$ cat config.mk
export PLATFORM = sky130hd
export DESIGN_NAME = if_stage
export DESIGN_NICKNAME = d
export VERILOG_FILES = /design/src/rtl/if_stage.sv
export SDC_FILE = /design/constraint.sdc
export NUM_CORES = 1
export LEC_CHECK = 0
export ABC_CLOCK_PERIOD_IN_PS = 3000
export BUFFER_PORTS_ARGS = -buffer_cell sky130_fd_sc_hd__buf_2
export CAP_MARGIN = 20
export CORE_MARGIN = 4
export CORE_UTILIZATION = 51
export DETAILED_ROUTE_END_ITERATION = 8
export GPL_TIMING_DRIVEN = 0
export PLACE_DENSITY = 0.8
export RECOVER_POWER = 25
export SLEW_MARGIN = 40
export SYNTH_ARGS = -nofsm -noshare
export SYNTH_HDL_FRONTEND = slang
export SYNTH_SLANG_ARGS = --single-unit
$ cat constraint.sdc
create_clock -name clk_i -period 3 [get_ports clk_i]
set_input_delay 0.3 -clock clk_i [delete_from_list [all_inputs] [get_ports clk_i]]
set_output_delay 0.3 -clock clk_i [all_outputs]
set_load 0.005 [all_outputs]
$ cat src/rtl/if_stage.sv
// Instruction-fetch stage: owns the PC, drives the combinational instruction
// memory address and captures the returned word into the IF/ID register.
module if_stage #(
    parameter logic [31:0] RESET_PC = 32'h0000_0000,
    parameter logic [31:0] PC_LIMIT = 32'd44,
    parameter int          CNT_W    = 16
) (
    input  logic             clk_i,
    input  logic             rst_i,
    input  logic             stall_i,
    input  logic             redirect_i,
    input  logic [31:0]      redirect_pc_i,
    input  logic [31:0]      instr_i,
    output logic [31:0]      pc_addr_o,
    output logic [31:0]      ifid_pc_plus4_o,
    output logic [31:0]      ifid_instr_o,
    output logic             ifid_valid_o,
    output logic             halted_o,
    output logic [CNT_W-1:0] fetch_count_o
);

    localparam logic STATE_RUN  = 1'b0;
    localparam logic STATE_HALT = 1'b1;
    localparam logic STATE_INIT = (RESET_PC < PC_LIMIT) ? STATE_RUN : STATE_HALT;

    localparam logic [CNT_W-1:0] CNT_MAX = {CNT_W{1'b1}};
    localparam logic [CNT_W-1:0] CNT_ONE = {{(CNT_W-1){1'b0}}, 1'b1};

    logic [31:0]      pc_q, pc_d;
    logic [31:0]      ifid_pc_plus4_q, ifid_pc_plus4_d;
    logic [31:0]      ifid_instr_q, ifid_instr_d;
    logic             ifid_valid_q, ifid_valid_d;
    logic             state_q, state_d;
    logic [CNT_W-1:0] fetch_count_q, fetch_count_d;

    logic [31:0] pc_plus4;
    logic [31:0] redirect_target;

    assign pc_plus4        = pc_q + 32'd4;
    assign redirect_target = {redirect_pc_i[31:2], 2'b00};

    always_comb begin
        // NOTE: every next-state signal gets a hold default first so no path
        // through this block can infer a latch.
        pc_d            = pc_q;
        ifid_pc_plus4_d = ifid_pc_plus4_q;
        ifid_instr_d    = ifid_instr_q;
        ifid_valid_d    = ifid_valid_q;
        state_d         = state_q;
        fetch_count_d   = fetch_count_q;

        if (redirect_i) begin
            // Flush the wrong-path fetch; the counter only tracks real captures.
            pc_d            = redirect_target;
            ifid_pc_plus4_d = 32'd0;
            ifid_instr_d    = 32'd0;
            ifid_valid_d    = 1'b0;
            state_d         = (redirect_target < PC_LIMIT) ? STATE_RUN : STATE_HALT;
        end else if (stall_i) begin
            // Hold everything; IF/ID is re-presented to decode unchanged.
        end else if (state_q == STATE_RUN) begin
            pc_d            = pc_plus4;
            ifid_pc_plus4_d = pc_plus4;
            ifid_instr_d    = instr_i;
            ifid_valid_d    = 1'b1;
            if (fetch_count_q != CNT_MAX) begin
                fetch_count_d = fetch_count_q + CNT_ONE;
            end
            if (pc_plus4 >= PC_LIMIT) begin
                state_d = STATE_HALT;
            end
        end else begin
            // Halted: instr_i is never sampled, so an undriven memory cannot leak X.
            ifid_pc_plus4_d = 32'd0;
            ifid_instr_d    = 32'd0;
            ifid_valid_d    = 1'b0;
        end
    end

    always_ff @(posedge clk_i or negedge rst_i) begin
        if (!rst_i) begin
            pc_q            <= RESET_PC;
            ifid_pc_plus4_q <= 32'd0;
            ifid_instr_q    <= 32'd0;
            ifid_valid_q    <= 1'b0;
            state_q         <= STATE_INIT;
            fetch_count_q   <= '0;
        end else begin
            // NOTE: non-blocking assignments so all registers update from the
            // same pre-edge values, independent of statement order.
            pc_q            <= pc_d;
            ifid_pc_plus4_q <= ifid_pc_plus4_d;
            ifid_instr_q    <= ifid_instr_d;
            ifid_valid_q    <= ifid_valid_d;
            state_q         <= state_d;
            fetch_count_q   <= fetch_count_d;
        end
    end

    assign pc_addr_o       = pc_q;
    assign ifid_pc_plus4_o = ifid_pc_plus4_q;
    assign ifid_instr_o    = ifid_instr_q;
    assign ifid_valid_o    = ifid_valid_q;
    assign halted_o        = (state_q == STATE_HALT);
    assign fetch_count_o   = fetch_count_q;

endmodule

Yosys cells after proc, flatten, opt, wreduce, memory -nomap -nowiden:

Cells that the tools add are included.

* output and inout port bits: 114
* input bits: 68
* register bits: 114

* mux-type cells: 17
* $add $sub $neg: 2
* $lt $le $gt $ge: 2
* eq/ne operators: 3
* reductions and logical operators: 2
* bitwise operators: 3

Operators with widths (number)
* two-way mux 32 bit: 9
* adder 32 x 3 -> 32 bit (second input constant): 1
* greater-or-equal comparator 32 x 6 -> 1 bit (second input constant): 1
* less-than comparator 32 x 6 -> 1 bit (second input constant): 1
* adder 16 x 1 -> 16 bit (second input constant): 1
* != test 16 bit (second input constant): 1
* two-way mux 1 bit: 8
* AND reduction 4 bit: 1
* inverter 1 bit: 3
* != test 2 x 1 -> 1 bit (second input constant): 1
* != test 2 bit (second input constant): 1
* AND reduction 2 bit: 1

Longest topological paths before layout:

Gate-level depths: netlist of the first run.

* word-level depth: 6
* mapped depth: 9
* mapped depth without buffers: 8

Worst setup path after synthesis of the first run:

OpenSTA, ideal clock, no wires.

* path type: register to register
* start point: reg pc_q[2] (netlist: pc_addr_o[2])
* end point: reg state_q (netlist: halted_o)
* stages on the path, launching flop included: 9
* setup time: 143 ps
* path slack: 742 ps
* data arrival time: 2115 ps
* cells stage by stage: dfrtp_1 -> ha_1 -> nand3_1 -> nor4_4 -> nand3_2 -> nor3b_1 -> nor3_1 -> and4bb_1 -> a41oi_1

* word-level cells in the longest chain between the ends: 6

Ends and longest elaborated chain
* start, declared: RTL line 29 `logic [31:0] pc_q, pc_d;`
* start signal, assigned: RTL line 91 `pc_q <= pc_d;`
* adder 32 x 3 -> 32 bit: RTL line 39 `assign pc_plus4 = pc_q + 32'd4;`
* greater-or-equal comparator 32 x 6 -> 1 bit: RTL line 69 `if (pc_plus4 >= PC_LIMIT) begin`
* two-way mux 1 bit: RTL line 69
* two-way mux 1 bit: RTL line 61 `end else if (state_q == STATE_RUN) begin`
* two-way mux 1 bit: RTL line 59 `end else if (stall_i) begin`
* two-way mux 1 bit: RTL line 52 `if (redirect_i) begin`
* end signal, assigned: RTL line 95 `state_q <= state_d;`
* end, declared: RTL line 33 `logic state_q, state_d;`

Every way passes these cells. The select of a mux whose other input is x is not followed.
A chain may end at the register's enable or synchronous reset.

Worst setup path after layout of the first run:

Same ends and word-level chain as after synthesis.

==> metrics.md, run 1 <==
| Metric | Value |
|---|---|
| Status | finished clean |
| CP required | 3.24 ns |
| Setup violators final | 0 |
| Die Ht | 112 um |
| Worst-margin pin slew | 1.20 ns |
| Final Hold Fails | 0 |
| Area growth syn-to-layout | 24.1% |
| GRT Resource Usage Total | 25.0% |
| Die W | 112 um |
| CP peak stage delay | 0.64 ns |
| Tot Pwr | 3.00 mW |
| Critical Path Source Type | flop |
| Synth area leaders | dfrtp_1, xnor2_1, a22o_1 |
| Synth Instances | 555 |
| CTS Sinks | 111 |
| Slowest CP cell | nor4_4 |
| Post-Synth Simple-Gate Area | 18.5% |
| Die footprint | 12500 um^2 |
| CTS tree | done |
| Final GP Congestion | 0.890 |
| Lkg Pwr | 3.34 nW |
| Min Clock Period, post-route | 2.80 ns |
| Post-Synth Adder-Cell Area | 0.909% |
| CTS Buf Count | 9 |
| Largest net degree at the start of global routing | 63 |
| Initial Util | 52.9% |
| Achievable Freq | 358 MHz |
| Post-synthesis mux area share | 0.591% |
| Core area | 10400 um^2 |
| Class of the tightest hold or removal check | primary input to flop |
| DR pass1 iterations | 5 |
| Clock latency on the worst-skew pair | 0.38 ns |
| Layout cell share with drive strength beyond 1 | 29.2% |
| Pwr dens | 439 nW/um^2 |
| Primary FF master, synth | dfrtp_1 |
| # IOs | 182 |
| Initial DRC count | 465 |
| Final nets | 817 |
| Cell Area, Synth | 5510 um^2 |
| Synth Register Bits | 111 |
| Period utilization | 93.2% |
| Asr flop ratio synth | 100% |
| RSZ-0062 raised after global routing | false |
| Dpl ws | 0.307 ns |
| Xor and xnor area share after synthesis | 11.8% |
| Clk root buf | clkbuf_8 |
| Htree depth | 3 |
| Post-synth EDFFs | 0 |
| Critical path peak fanout | 10 |
| DR WL/cell | 17.7 um |
| Overflow after GRT | 0 |
| Initial antenna violation count | 1 |
| Vias/cell | 5.58 |
| Final worst-path setup slack | 0.204 ns |
| Synth Area in Compound Gates | 14.0% |
| First-pass GRT wire length | 25200 um |
| Max Clock Skew | 0.0107 ns |
| Max-cap violation count | 0 |
| Port Buf Inserts | 176 |
| Syn avg cell area | 9.92 um^2 |
| CTS clk-pin slew, worst paths | 0.11 ns |
| Site row count | 37 |
| Crit path cell chain | ha_1, nand3_1, nor4_4, nand3_2, nor3b_1, nor3_1, and4bb_1, a41oi_1 |
| Setup Crit Path Kind | flop to flop |
| DRT antenna net count | 0 |
| Number of fill cells | 873 |
| Sum Neg Setup Slack | 0 ns |
| Yosys warns | 0 |
| Seq/Total Area, Yosys | 50.4% |
| Via count | 4951 |
| Main combinational cell family by area after synthesis | simple AND/OR/NAND/NOR gates |
| Slew Viols, Final | 0 |
| Critical Path AT | 3.04 ns |
| Yosys top cell area share | 50.4% |
| Max VDD drop | 303 uV |
| Clock Tree Buf Depth | 2 |
| Distinct cell type count after synthesis | 47 |
| Largest area contributor in the netlist | dfrtp_1 |
| Drt total wl | 15700 um |
| Drc violations | 0 |
| Detailed-placement wirelength estimate | 12100 um |
| Slew HR | 19.8% |
| Vias in the first global route | 4853 |
| CP Capture Type | flop |
==> logic make-up after synthesis <==
logic type                 after synthesis
and+or+nand+nor                        200
buffers and inverters                   48
xor gates and xnor gates                74
AOI/OAI and AO/OA                      114
adders and majority gates                4
DFF                                    111
muxes                                    3
other                                    1
==> synth_stat cells, drive strengths merged, types with 2 or more instances <==
master  instances
dfrtp         111
nand2          81
o21ai          52
xnor2          46
a22o           41
nor2           32
clkbuf         28
xor2           28
nor3           19
nand4          17
nand3          15
buf            14
nor4           10
a21oi           6
and4            6
inv             6
and2            4
ha              4
o31ai           4
or3             3
a31oi           2
a41oi           2
and3            2
mux2            2
nand3b          2
nor2b           2
nor3b           2
or2             2
==> routing by layer <==
layer	GRT usage [%]	up-vias	part of all wire, %
met2	41.7	248	48
met4	8.60	0	2.6
li1	-	2324	-
met5	0	-	0
met1	33.1	2347	42
met3	4.40	32	8.3
==> final cells by class <==
type	count	area (um^2)	share of cell area, %
Tap cell	136	170	2.49
Multi-Input combinational cell	397	2540	37.1
Sequential cell	111	2780	40.6
Clock buffer	10	138	2.01
Buffer	42	184	2.69
Inverter	6	22.5	0.329
Clock inverter	6	104	1.52
Antenna cell	1	2.50	0.0366
Timing Repair Buffer	178	898	13.1
==> final timing paths <==
path | from | to | slack (ns) | cells after the start
setup / recovery | pc_addr_o[2] | halted_o | 0.20 | 8
hold / removal | instr_i[4] | ifid_instr_o[4] | 0.14 | 2
setup reg to reg | pc_addr_o[2] | halted_o | 0.20 | 8
hold reg to reg | ifid_pc_plus4_o[24] | ifid_pc_plus4_o[24] | 0.49 | 2
max in group asynchronous | rst_i | ifid_instr_o[25] | 0.77 | 3
min in group asynchronous | rst_i | fetch_count_o[8] | 0.69 | 2
==> cell usage in the layout, fill, tap and decap left out, types with 3 or more instances in the layout <==
master | synthesis | layout
and2_1 | 4 | 4
xnor2_1 | 46 | 46
ha_1 | 4 | 4
inv_1 | 6 | 6
clkbuf_1 | 28 | 28
and4_1 | 6 | 6
buf_2 | 9 | 184
clkbuf_8 | 0 | 10
nor2_1 | 32 | 31
o21ai_0 | 52 | 52
a21oi_1 | 6 | 6
or3_1 | 3 | 3
o31ai_1 | 4 | 3
xor2_1 | 28 | 28
a22o_1 | 41 | 41
nand4_1 | 15 | 15
nand2_1 | 80 | 80
nor3_1 | 19 | 18
dfrtp_1 | 111 | 111
nor4_1 | 8 | 8
buf_4 | 4 | 4
nand3_1 | 14 | 14
==> through the flow <==
step           std cells  hold slack [ns]  area (um^2)  utilization (%)
2_1_floorplan        556          0.00441         5510                -
3_3_place_gp         868            0.454         6560             63.0
3_5_place_dp         869            0.227         6600             63.4
4_1_cts              886            0.122         6850             65.8
5_1_grt              887            0.108         6840             65.6
6_report             887            0.135         6840             65.6
==> what timing repair did <==
| item | CTS | global route |
|---|---|---|
| buffers inserted | 0 | 0 |
| hold endpoints to repair | 49 | 0 |
| endpoints found under the setup margin | 0 | 1 |
| gates resized for setup | 0 | 1 |
| hold buffers | 1 | 0 |
==> power breakdown <==
part	total (mW)	internal, mW	switching, mW
Sequential	1.58	1.53	0.0485
Combinational	0.372	0.149	0.223
Clock	1.05	0.508	0.542
==> sequential cells by signal, summed over array words and instances, names as in the netlist <==
signal           cells
pc_addr_o           30
halted_o             1
fetch_count_o       16
ifid_valid_o         1
ifid_instr_o        32
ifid_pc_plus4_o     31
==> critical path, delay by kind of cell (launching register included) <==
kind | cells | cell delay (ns)
AO/OA/AOI/OAI | 1 | 0.11
adder cells (fa/ha/maj) | 1 | 0.29
flip-flops | 1 | 0.52
AND/OR/NAND/NOR | 6 | 1.73
(Power assumes the default switching activity.)
==> inputs of run 2 (changes only) <==
--- a/config.mk
+++ b/config.mk
@@ -5,10 +5,11 @@
 export SDC_FILE = /design/constraint.sdc
 export NUM_CORES = 1
 export LEC_CHECK = 0
+export ABC_AREA = 1
 export ABC_CLOCK_PERIOD_IN_PS = 3000
 export BUFFER_PORTS_ARGS = -buffer_cell sky130_fd_sc_hd__buf_2
 export CAP_MARGIN = 20
-export CORE_MARGIN = 4
+export CORE_MARGIN = 3
 export CORE_UTILIZATION = 51
 export DETAILED_ROUTE_END_ITERATION = 8
 export GPL_TIMING_DRIVEN = 0
==> metrics.md, run 2 <==
| Metric | Value |
|---|---|
| # hold bufs at CTS | 1 |
| Primary FF master, synth | dfrtp_1 |
| Clock latency on the worst-skew pair | 0.39 ns |
| Vias in the first global route | 5654 |
| Largest net degree at the start of global routing | 79 |
| Synth area leaders | dfrtp_1, nand2_1, nand3_1 |
| R2R cell count | 14 |
| Status | finished, violations left |
| Critical Path AT | 2.57 ns |
| Most frequent cells in the layout | nand2_1, buf_2, dfrtp_1 |
| Via count | 5530 |
| Worst reg2reg path startpoint | pc_addr_o[2] |
| CTS Buf Count | 9 |
| First-pass GRT wire length | 27700 um |
| Setup violators final | 0 |
| Synth Instances | 680 |
| Die footprint | 12300 um^2 |
| Hold path startpoint | instr_i[26] |
| R2r setup slk | 0.70 ns |
| Lkg Pwr | 3.71 nW |
| Placed cell count | 995 |
| Cts repair resizes | 0 |
| Slew Viols, Final | 34 |
| Worst-margin pin slew | 1.95 ns |
| Wire length on met3 | 1270 um |
| Largest register FFs | 32 |
| DRT antenna net count | 0 |
| Top layer in use | met4 |
| Largest area contributor in the netlist | dfrtp_1 |
| Setup Crit Path Kind | flop to flop |
| Yosys warns | 0 |
| Core area | 10500 um^2 |
| Pwr dens | 414 nW/um^2 |
| Htree depth | 3 |
| Post-CTS setup buffer count | 0 |
| Die Ht | 111 um |
| Sum Neg Setup Slack | 0 ns |
| Clk root buf | clkbuf_8 |
| # IOs | 182 |
| CTS Sinks | 111 |
| Initial antenna violation count | 0 |
| CP required | 3.27 ns |
| Yosys top cell area share | 49.6% |
| Seq/Total Area, Yosys | 49.6% |
| M1 WL | 7030 um |
| Layout cell share with drive strength beyond 1 | 25.5% |
| Distinct cell type count after synthesis | 33 |
| DR WL/cell | 16.4 um |
| Inserted Diodes | 0 |
| Drc violations | 0 |
| Layout Cells excl Fill | 1012 |
| Max-cap violation count | 1 |
| Wire length on met2 | 7920 um |
| Hold Path Depth | 2 |
| Overflow after GRT | 0 |
| Period utilization | 76.8% |
| Clock Tree Buf Depth | 2 |
| CTS clk-pin slew, worst paths | 0.11 ns |
| Port Buf Inserts | 177 |
| Achievable Freq | 434 MHz |
| Cell Area, Synth | 5600 um^2 |
| Post-synth EDFFs | 0 |
| Failing checks | max-capacitance violations, max-slew violations |
| Drt total wl | 16600 um |
| Asr flop ratio synth | 100% |
| Die W | 111 um |
| Top cells by count, synth | nand2_1, dfrtp_1, nand3_1, nor2_1, inv_1 |
| Synth Register Bits | 111 |
| Min Clock Period, post-route | 2.30 ns |
| Reg-to-reg endpoint | halted_o |
| RSZ-0062 raised after global routing | false |
| Detailed-placement wirelength estimate | 12900 um |
| Vias/cell | 5.46 |
| GRT Resource Usage Total | 27.5% |
| Initial DRC count | 461 |
| Critical Path Source Type | flop |
| Final GP Congestion | 0.951 |
| Site row count | 37 |
| CP Capture Type | flop |
| DR pass1 iterations | 5 |
| Class of the tightest hold or removal check | primary input to flop |
| Final nets | 943 |
| CTS tree | done |
| Final Hold Fails | 0 |
| Syn avg cell area | 8.23 um^2 |
| Commonest non-fill, non-tap cell in the layout | nand2_1 |
| Count leader, synth | nand2_1 |
| Initial Util | 53.3% |
| Slew HR | -30.1% |
| WHS Endpoint | ifid_instr_o[26] |
| Critical path peak fanout | 9 |
| Max Clock Skew | 0.00913 ns |
| Max VDD drop | 290 uV |
| Area growth syn-to-layout | 23.0% |
## run 2: changes by cell type in the layout (fill, tap and decap cells not counted), moves of 12 or more
cell,before,now
o21ai_0,52,8
nand4_1,15,3
nand2_1,80,212
nand3_1,14,74
a32o_1,0,32
inv_1,6,55
nor3_1,18,3
o211ai_1,0,23
xnor2_1,46,4
xor2_1,28,12
a22o_1,41,0
clkbuf_1,28,15
nor2_1,31,61
## run 2: layout make-up
type	instances	area [um^2]
clock buffers	10	138
fillers	909	3620
multi-input cells	482	2480
plain buffers	29	124
clock inverters	6	52.6
flip-flops and latches	111	2780
inverters	59	221
well taps	136	170
repair buffers	179	922
## run 2: through the flow
stage	area [um^2]	hold slack (ns)	setup WS, ns	utilization (%)	power (mW)
2_1_floorplan	5600	0.00441	1.18	-	1.79
3_3_place_gp	6660	0.474	0.431	63.4	1.97
3_5_place_dp	6700	0.179	0.720	63.7	1.99
4_1_cts	6900	0.114	0.712	65.6	2.86
5_1_grt	6880	0.118	0.498	65.5	2.98
6_report	6880	0.127	0.695	65.5	2.85
## run 2: how the worst max path moves through the flow
stage / from / to
floorplan: pc_addr_o[2] / halted_o
CTS: pc_addr_o[2] / halted_o
global placement: rst_i / ifid_instr_o[10]
finish: pc_addr_o[2] / halted_o
global route: pc_addr_o[2] / halted_o
detailed placement: pc_addr_o[2] / halted_o
## run 2: cells by family after synthesis
family,after synthesis,synth area share (%)
DFF,111,49.6
and+or+nand+nor,387,30.1
xor gates and xnor gates,16,2.50
buffers and inverters,88,6.17
AOI/OAI and AO/OA,73,10.7
adders and majority gates,4,0.894
other,1,0.0670
## run 2: critical path: stages (launching register included)
cell and delay [ns]:
dfrtp_1 0.62, ha_1 0.29, nand2_2 0.11, nor2_4 0.14, nand2_1 0.12, nor2_2 0.19
nand2_1 0.09, nand2_1 0.08, nand2_1 0.05, nor2_1 0.11, nand2_1 0.06, nor2_1 0.08
nand3_1 0.12, nand2_1 0.08, a21oi_1 0.05
## run 2: where the power goes
group	total (mW)	internal, mW	switching (mW)
clock	0.888	0.337	0.552
combinational	0.367	0.134	0.233
sequential	1.60	1.53	0.0621
## run 2: metal layers
| layer | up-vias | global-route usage [%] |
|---|---|---|
| met1 | 2639 | 34.9 |
| met3 | 29 | 6.82 |
| met2 | 219 | 46.3 |
| met4 | 0 | 8.54 |
| met5 | - | 0 |
| li1 | 2643 | - |
==> inputs of run 3 (changes only) <==
--- a/config.mk
+++ b/config.mk
@@ -6,7 +6,7 @@
 export NUM_CORES = 1
 export LEC_CHECK = 0
 export ABC_AREA = 1
-export ABC_CLOCK_PERIOD_IN_PS = 3000
+export ABC_CLOCK_PERIOD_IN_PS = 2200
 export BUFFER_PORTS_ARGS = -buffer_cell sky130_fd_sc_hd__buf_2
 export CAP_MARGIN = 20
 export CORE_MARGIN = 3
==> constraint.sdc (replaced) <==
create_clock -name clk_i -period 2.2 [get_ports clk_i]
set_input_delay 0.22 -clock clk_i [delete_from_list [all_inputs] [get_ports clk_i]]
set_output_delay 0.22 -clock clk_i [all_outputs]
set_load 0.005 [all_outputs]
==> metrics.md, run 3 (synthesis results as in run 2) <==
| Metric | Value |
|---|---|
| CP required | 2.48 ns |
| Clock latency on the worst-skew pair | 0.39 ns |
| Initial Util | 53.3% |
| Slew Viols, Final | 34 |
| Hold Path Depth | 2 |
| Period utilization | 92.5% |
| Overflow after GRT | 0 |
| CTS Buf Count | 9 |
| Most frequent cells in the layout | nand2_1, buf_2, dfrtp_1 |
| Port Buf Inserts | 177 |
| Layout cell share with drive strength beyond 1 | 27.2% |
| DR pass1 iterations | 5 |
| Die W | 111 um |
| Worst reg2reg path startpoint | pc_addr_o[2] |
| Drt total wl | 16700 um |
| CTS clk-pin slew, worst paths | 0.11 ns |
| Vias in the first global route | 5654 |
| Initial antenna violation count | 0 |
| Clk root buf | clkbuf_8 |
| Critical Path Source Type | flop |
| # IOs | 182 |
| Die Ht | 111 um |
| Inserted Diodes | 0 |
| Site row count | 37 |
| Placed cell count | 995 |
| Final hold slack | 0.0403 ns |
| Max Clock Skew | 0.00801 ns |
| Final GP Congestion | 0.951 |
| Class of the tightest hold or removal check | primary input to flop |
| Critical Path AT | 2.31 ns |
| GRT Resource Usage Total | 27.5% |
| Pwr dens | 561 nW/um^2 |
| Final Hold Fails | 0 |
| DR WL/cell | 16.4 um |
| Achievable Freq | 491 MHz |
| Setup Crit Path Kind | flop to flop |
| Vias/cell | 5.47 |
| WHS Endpoint | ifid_instr_o[26] |
| R2R cell count | 14 |
| CP peak stage delay | 0.44 ns |
| Clock Tree Buf Depth | 2 |
| Drc violations | 0 |
| R2r setup slk | 0.16 ns |
| Max VDD drop | 399 uV |
| Setup violators final | 0 |
| Slew HR | -6.40% |
| Critical path peak fanout | 5 |
| CTS Sinks | 111 |
| Largest net degree at the start of global routing | 79 |
| Htree depth | 3 |
| Status | finished, violations left |
| Via count | 5565 |
| Core area | 10500 um^2 |
| Layout Cells excl Fill | 1018 |
| Crit path cell chain | ha_4, nand2_2, nor2_4, nand2_4, nor2_4, nand2_1, nand2_1, nand2_1, nor2_1, nand2_1, nor2_1, nand3_1, nand2_1, a21oi_1 |
| First-pass GRT wire length | 27700 um |
| Min Clock Period, post-route | 2.04 ns |
| Worst-margin pin slew | 1.59 ns |
| DRT antenna net count | 0 |
| Reg-to-reg endpoint | halted_o |
| Max-cap violation count | 1 |
| Detailed-placement wirelength estimate | 12900 um |
| CTS tree | done |
| Largest register FFs | 32 |
| Die footprint | 12300 um^2 |
| Final nets | 949 |
| Slowest CP cell | dfrtp_2 |
| CP Capture Type | flop |
| Area growth syn-to-layout | 24.8% |
| Initial DRC count | 494 |
| Most common cell on crit path | nand2_1 |
| Commonest non-fill, non-tap cell in the layout | nand2_1 |
| Lkg Pwr | 3.76 nW |
| Failing checks | max-capacitance violations, max-slew violations |
| Hold path startpoint | instr_i[26] |
## run 3: cell types whose count changed in the layout (fill, tap and decap cells not counted), moves of 2 or more
cell,previous run,this run
nor2_2,5,10
nor2_1,61,55
buf_4,3,9
dfrtp_1,111,109
dfrtp_2,0,2
## run 3: worst max-delay path by stage
stage            startpoint          endpoint  cells after the start
3_3_place_gp          rst_i  ifid_instr_o[10]                      1
2_1_floorplan  pc_addr_o[2]          halted_o                     13
3_5_place_dp   pc_addr_o[2]          halted_o                     14
4_1_cts        pc_addr_o[2]          halted_o                     14
6_report       pc_addr_o[2]          halted_o                     14
5_1_grt        pc_addr_o[2]          halted_o                     14
## run 3: where the power goes
part	internal [mW]	leakage (nW)	switching (mW)
sequential	2.09	1.47	0.0810
combinational	0.198	2.21	0.332
clock	0.459	0.0846	0.753
total	2.75	3.76	1.17
## run 3: timing repair
| item | in CTS | in global routing |
|---|---|---|
| endpoints found under the setup margin | 1 | 1 |
| gates resized for setup | 1 | 13 |
| hold buffers | 1 | 0 |
| endpoints found under the hold margin | 33 | 0 |
| pin swaps | 0 | 4 |
| buffers inserted | 0 | 6 |
## run 3: worst max-delay path: cells and delay by family, from the launching register on
family,cells,cell delay (ns)
AOI/OAI and AO/OA,1,0.05
adders and majority gates,1,0.16
and+or+nand+nor,12,1.28
DFF,1,0.44
## run 3: per-stage QoR
step	cell area [um^2]	total power, mW	TNS [ns]	setup slack (ns)	util (%)
final	6980	3.92	0	0.164	66.5
after global routing	6980	4.09	-0.00716	-0.00716	66.5
after CTS	6900	3.90	0	0.0425	65.6
after detailed placement	6700	2.71	-0.0799	-0.0799	63.7
after global placement	6660	2.69	-30.92	-0.289	63.4
after floorplan	5600	2.45	0	0.377	-
## run 3: final cells by class
| type | instances | area (um^2) |
|---|---|---|
| Buffer | 29 | 124 |
| Clock inverter | 6 | 52.6 |
| Inverter | 59 | 221 |
| Fill cell | 904 | 3520 |
| Tap cell | 136 | 170 |
| Timing Repair Buffer | 185 | 976 |
| Multi-Input combinational cell | 482 | 2520 |
| Clock buffer | 10 | 138 |
| Sequential cell | 111 | 2780 |
## run 3: routing by layer
metal | track usage [%] | vias up | share of wire (%)
met5 | 0 | - | 0
li1 | - | 2660 | -
met2 | 46.3 | 235 | 48
met1 | 34.9 | 2640 | 41
met4 | 8.54 | 0 | 2.2
met3 | 6.82 | 30 | 8.6
